### src/rtl/spi_reg_access_sequencer.sv
// Mode-0 SPI frame sequencer: command byte {rw, addr} followed by register
// write/read data bytes, driving an external register bank in the SPI clock domain.
module spi_reg_access_sequencer #(
   parameter bit          AUTO_INC = 1'b1,
   parameter int unsigned ADDR_MAX = 127
) (
   input  logic       i_SPI_CLK,
   input  logic       i_rst,
   input  logic       i_SPI_CS_n,
   input  logic       i_SPI_PICO,
   output logic       o_POCI,
   output logic       o_POCI_oe,
   output logic       o_wrEn,
   output logic [6:0] o_wrAddr,
   output logic [7:0] o_wrData,
   output logic [6:0] o_rdAddr,
   input  logic [7:0] i_rdData,
   output logic       o_rdEn,
   output logic       o_frameAct
);

   localparam int unsigned AW = 7;
   localparam int unsigned DW = 8;
   localparam int unsigned CW = 3;

   typedef enum logic {ST_CMD, ST_DATA} state_t;

   state_t          state, nxt_state;
   logic [CW-1:0]   bit_cnt, nxt_bit_cnt;
   logic [DW-2:0]   shift, nxt_shift;
   logic            rw, nxt_rw;
   logic [AW-1:0]   addr, nxt_addr;
   logic [DW-1:0]   tx_byte, nxt_tx;
   logic            wr_en, nxt_wr_en;
   logic [AW-1:0]   wr_addr, nxt_wr_addr;
   logic [DW-1:0]   wr_data, nxt_wr_data;
   logic            rd_en, nxt_rd_en;
   logic            frame_act, nxt_frame_act;
   logic            poci;

   logic            clr;
   logic            byte_done;
   logic [DW-1:0]   rx_byte;
   logic [AW-1:0]   addr_inc;

   // Chip-select high ends the frame asynchronously, same as reset
   assign clr       = i_rst | i_SPI_CS_n;
   assign byte_done = (bit_cnt == CW'(7));
   assign rx_byte   = {shift, i_SPI_PICO};
   assign addr_inc  = (addr >= AW'(ADDR_MAX)) ? '0 : addr + AW'(1);

   // Read address looks ahead so the bank's data is ready on the byte-complete edge
   always_comb begin
      o_rdAddr = addr;
      if (byte_done) begin
         if (state == ST_CMD) begin
            o_rdAddr = {shift[5:0], i_SPI_PICO};
         end else if (AUTO_INC) begin
            o_rdAddr = addr_inc;
         end
      end
   end

   always_ff @(posedge i_SPI_CLK or posedge clr) begin
      if (clr) begin
         state     <= ST_CMD;
         bit_cnt   <= '0;
         shift     <= '0;
         rw        <= 1'b0;
         addr      <= '0;
         tx_byte   <= '0;
         wr_en     <= 1'b0;
         wr_addr   <= '0;
         wr_data   <= '0;
         rd_en     <= 1'b0;
         frame_act <= 1'b0;
      end else begin
         state     <= nxt_state;
         bit_cnt   <= nxt_bit_cnt;
         shift     <= nxt_shift;
         rw        <= nxt_rw;
         addr      <= nxt_addr;
         tx_byte   <= nxt_tx;
         wr_en     <= nxt_wr_en;
         wr_addr   <= nxt_wr_addr;
         wr_data   <= nxt_wr_data;
         rd_en     <= nxt_rd_en;
         frame_act <= nxt_frame_act;
      end
   end

   always_comb begin
      nxt_state     = state;
      nxt_bit_cnt   = bit_cnt + CW'(1);
      nxt_shift     = {shift[5:0], i_SPI_PICO};
      nxt_rw        = rw;
      nxt_addr      = addr;
      nxt_tx        = tx_byte;
      nxt_wr_en     = 1'b0;
      nxt_wr_addr   = wr_addr;
      nxt_wr_data   = wr_data;
      nxt_rd_en     = 1'b0;
      nxt_frame_act = frame_act;
      if (byte_done) begin
         case (state)
            ST_CMD: begin
               nxt_state     = ST_DATA;
               nxt_rw        = rx_byte[7];
               nxt_addr      = rx_byte[6:0];
               nxt_frame_act = 1'b1;
               if (rx_byte[7]) begin
                  nxt_tx    = i_rdData;
                  nxt_rd_en = 1'b1;
               end
            end
            ST_DATA: begin
               if (rw) begin
                  nxt_tx    = i_rdData;
                  nxt_rd_en = 1'b1;
               end else begin
                  nxt_wr_en   = 1'b1;
                  nxt_wr_addr = addr;
                  nxt_wr_data = rx_byte;
               end
               nxt_addr = AUTO_INC ? addr_inc : addr;
            end
            default: nxt_state = ST_CMD;
         endcase
      end
   end

   // Falling-edge shift out; bit_cnt has already advanced, so bit 7 follows the load edge
   always_ff @(negedge i_SPI_CLK or posedge clr) begin
      if (clr) begin
         poci <= 1'b0;
      end else begin
         poci <= (state == ST_DATA && rw) ? tx_byte[~bit_cnt] : 1'b0;
      end
   end

   assign o_POCI     = poci;
   assign o_POCI_oe  = ~i_SPI_CS_n;
   assign o_wrEn     = wr_en;
   assign o_wrAddr   = wr_addr;
   assign o_wrData   = wr_data;
   assign o_rdEn     = rd_en;
   assign o_frameAct = frame_act;

endmodule

### config.mk
export PLATFORM = sky130hd
export DESIGN_NAME = spi_reg_access_sequencer
export DESIGN_NICKNAME = d
export VERILOG_FILES = /design/src/rtl/spi_reg_access_sequencer.sv
export SDC_FILE = /design/constraint.sdc
export NUM_CORES = 1
export LEC_CHECK = 0
export ABC_AREA = 1
export BUFFER_PORTS_ARGS = -buffer_cell sky130_fd_sc_hd__clkbuf_2
export CAP_MARGIN = 20
export CORE_MARGIN = 4
export CORE_UTILIZATION = 55
export CTS_BUF_LIST = sky130_fd_sc_hd__clkbuf_8
export CTS_CLUSTER_DIAMETER = 100
export DETAILED_ROUTE_END_ITERATION = 8
export PLACE_DENSITY = 0.77
export REMOVE_ABC_BUFFERS = 1
export SYNTH_ARGS = -nofsm -noshare
export SYNTH_HDL_FRONTEND = slang
export SYNTH_SLANG_ARGS = --single-unit
### constraint.sdc
create_clock -name i_SPI_CLK -period 4.46 [get_ports i_SPI_CLK]
set_input_delay 1.338 -clock i_SPI_CLK [delete_from_list [all_inputs] [get_ports i_SPI_CLK]]
set_output_delay 1.338 -clock i_SPI_CLK [all_outputs]
set_load 0.05 [all_outputs]
# Yosys cells after proc, flatten, opt, wreduce, memory -nomap -nowiden
# Index checks and enable logic that the tools add are counted.
# word_totals
reg_bits	46
in_bits	12
mem_bits_rw	0
out_inout_bits	27
memories	0
mem_bits_ro	0
word_cells	45
latch_bits	0
# classes
div	0
mux	17
n_lt_le_gt_ge	2
n_reduce_logical	4
eq_ne	3
bitwise_logic	5
multipliers	0
add_sub_neg	2
shifts	0
# op_table
operator	n
$mux W7	3
$mux W8	2
$pmux W8 S2	1
$pmux W7 S2	1
$mux W1	8
$add A7 B1 Y7 const B	1
$ge A7 B7 Y1 const B	1
$reduce_and A3 Y1	2
$lt A3 B4 Y1 const B	1
$add A3 B1 Y3 const B	1
$bmux W1 S3	1
$eq A3 B3 Y1 const B	1
$not A1 Y1	3
$not A3 Y3	1
$ne A2 B1 Y1 const B	1
$ne A2 B2 Y1 const B	1
$pmux W1 S2	1
$reduce_and A2 Y1	1
$logic_and A1 B1 Y1	1
$or A1 B1 Y1	1

# Longest topological paths before layout
# depth
ltp_word	4
mapped_depth	10
mapped_depth_nobuf	8

==> results.cfg <==
[synth]
ys_seq_area_share_pct = 58.75
syn_inst = 214
ys_ff_latch = 46
synth_area_leaders = dfrtp_1 57%, nand2_1 11%, inv_1 7.1%
yosysTopAreaCell = dfrtp_1
syn-cell-area_um2 = 1959
synth_top_area_share_pct = 57.47
ys_warn_count = 0
syn_area_per_cell_um2 = 9.156
ys_types = 24

[clocking]
clk_pin_slew_ns = 0.08
cts_root_buf = clkbuf_8
holdBufCountCts = 0
cts_buffer_depth = 2
cts_num_sinks = 46
cts_tree = done
cts_buffers = 5
clock_latency_ns = 0.29
ctsHtreeMaxLevel = 2
cts_setup_buffers = 0

[power_and_ir_drop]
switchingPower_mw = 0.4205
power_leakage_nw = 1.288
internal_power_mw = 0.7294
seqPwrFrac_pct = 43.9
swShare_pct = 36.57
power_frac_comb_pct = 29.7
vdd_drop_max_mv = 0.3334
p_clk_share_pct = 26.4
power.density_nw_per_um2 = 497.8

[worst_setup_path]
path_cells = buf_8
r2r-end = o_POCI
cp.required_ns = 3.12
cp_slowest_cell = dfrtn_1
path_buf_inv = 1
slowest_delay_ns = 0.43
critPathTopFamily = flip-flops
crit_arrival_ns = 3.10
start_kind = register
r2r-start = bit_cnt[0]
crit_fanout = 1
crit_path_end_kind = output port
regToRegSetupSlack_ns = 1.14
crit_type = reg -> out
r2r_cells = 7

[grt]
antenna_found_initial = 0
overflow = 0
grt_max_degree = 46
grt_first_pass_wirelength_um = 6313
grt_pass1_vias = 1467
grt.total_usage_pct = 18.55

[drt]
drcViolationCount = 0
wl_met2_um = 1714
wl_met3_um = 223
highest_layer = met4
drt-initial-drc-count = 60
drt-pass1-iter-count = 4
m1WireLength_um = 1602
ant_nets = 0
num_vias = 1476
drt-vias-per-instance = 4.904
wire_per_inst_um = 11.95
drt-total-wl_um = 3598

[floorplanning]
core_um2 = 3390
dieArea_um2 = 4581
die_x_um = 67.69
die-height_um = 67.69
pin_count = 39
core.rowCount = 21
start_util_pct = 57.81

[placement]
place_congestion = 0.7540
place_worst_setup_slack_ns = 0.2401
hpwl_um = 2586
dp.cells = 293
numPortBuffers = 38

[layout]
final_layout_size_suffix_gt1_share_pct = 23.53
multi_input_area_um2 = 626.9
finalNonFillerCells = 301
final_common_cell = nand2_1
nNetsFinal = 270
seqCellArea_um2 = 1151
syn2layout_area_growth_pct = 17.88
layout_common_cells = 58 x nand2_1, 45 x dfrtp_1, 37 x inv_1, 37 x clkbuf_2, 19 x o21ai_0
n_fill_cell = 298
diodes = 0

[sta]
clock_skew_ns = 0.005722
worst_slack_ns = 0.01939
rsz0062_at_grt = yes
setup_viol = 0
tightest_slew_ns = 0.5788
drv_slew = 0
finalHoldViolCount = 0
max_slew_margin_pct = 61.31

[job]
maxCapViolCount = 0

[status]
status = completed

[min_path]
hold-path-endpoint = shift[1]
min-delay-start = shift[0]
hold_path_class = reg -> reg
hold_depth = 0
cell type report:
type,instances,area share [%]
Sequential cell,46,49.84
Multi-Input combinational cell,124,27.14
Timing Repair Buffer,40,9.480
Inverter,38,6.176
Clock buffer,6,3.575
Tap cell,46,2.492
Clock inverter,1,1.300
state kept, by name, indices dropped and copies added (netlist names):
signal and count:
shift 7, rw 1, o_POCI 1, o_rdEn 1, tx_byte 8, o_frameAct 1, o_wrData 8, o_wrAddr 7
addr 7, o_wrEn 1, state 1, bit_cnt 3
worst max path at each step:
stage,startpoint,endpoint,slack (ns),cells after the start
6_report,o_POCI,o_POCI,0.02,1
5_1_grt,o_POCI,o_POCI,-0.01,1
4_1_cts,o_POCI,o_POCI,0.002,1
3_5_place_dp,o_POCI,o_POCI,0.24,1
3_3_place_gp,o_POCI,o_POCI,0.26,1
2_1_floorplan,i_rst,o_POCI,-1.58,1
synth_stat cells:
| cell type | instances |
|---|---|
| a21oi_1 | 3 |
| buf_2 | 1 |
| buf_6 | 3 |
| clkbuf_1 | 2 |
| dfrtn_1 | 1 |
| dfrtp_1 | 45 |
| ha_1 | 3 |
| inv_1 | 37 |
| inv_2 | 1 |
| nand2_1 | 58 |
| nand2_2 | 2 |
| nand2_4 | 1 |
| nand3_1 | 10 |
| nand4_1 | 1 |
| nor2_1 | 10 |
| nor2_4 | 1 |
| o21ai_0 | 19 |
| o21ai_1 | 1 |
| o21ai_2 | 5 |
| o21ai_4 | 1 |
| o21bai_1 | 1 |
| o22ai_1 | 6 |
| or2_2 | 1 |
| xor2_1 | 1 |
power by group through the flow:
stage	sequential, mW	clock [mW]	combinational (mW)
3_3_place_gp	0.509	0	0.334
3_5_place_dp	0.512	0	0.341
4_1_cts	0.505	0.309	0.344
5_1_grt	0.513	0.328	0.373
6_report	0.505	0.304	0.341
2_1_floorplan	0.572	0	0.200
worst register-to-register path, stage by stage (launching register included):
cell     delay, ns
dfrtp_1       0.48
inv_1         0.10
nand2_1       0.08
nand3_1       0.07
nand2_1       0.09
nand2_1       0.05
nand2_1       0.05
nor2_1        0.04
layer usage:
layer	track usage, %	vias up
li1	-	743
met4	7.848	0
met2	31.59	43
met5	0	-
met3	3.494	4
met1	22.93	686
kinds of logic after synthesis:
group                    count (synthesis)  synth area share [%]
buffers and inverters                   44                 9.642
XOR/XNOR                                 1                0.4471
AND/OR/NAND/NOR                         84                 18.01
flip-flops                              46                 58.75
adder cells (fa/ha/maj)                  3                 1.916
AO/OA/AOI/OAI                           36                 11.24
what timing repair did:
action                     in CTS  in global routing
setup endpoints to repair       1                  1
resized for setup               2                  1
gates cloned                    0                  0
hold endpoints to repair        0                  0
per-stage QoR:
stage / utilization (%) / setup TNS, ns / power [mW] / hold WS [ns] / instance area (µm²)
floorplan: - / -1.582 / 0.7720 / 0.3537 / 1913
global placement: 64.19 / 0 / 0.8436 / 0.3628 / 2176
detailed placement: 64.19 / 0 / 0.8532 / 0.3618 / 2176
CTS: 67.77 / 0 / 1.157 / 0.3797 / 2297
global route: 68.14 / -0.01082 / 1.214 / 0.3969 / 2310
finish: 68.14 / 0 / 1.150 / 0.3782 / 2310
Power figures use the tool's default switching activity.
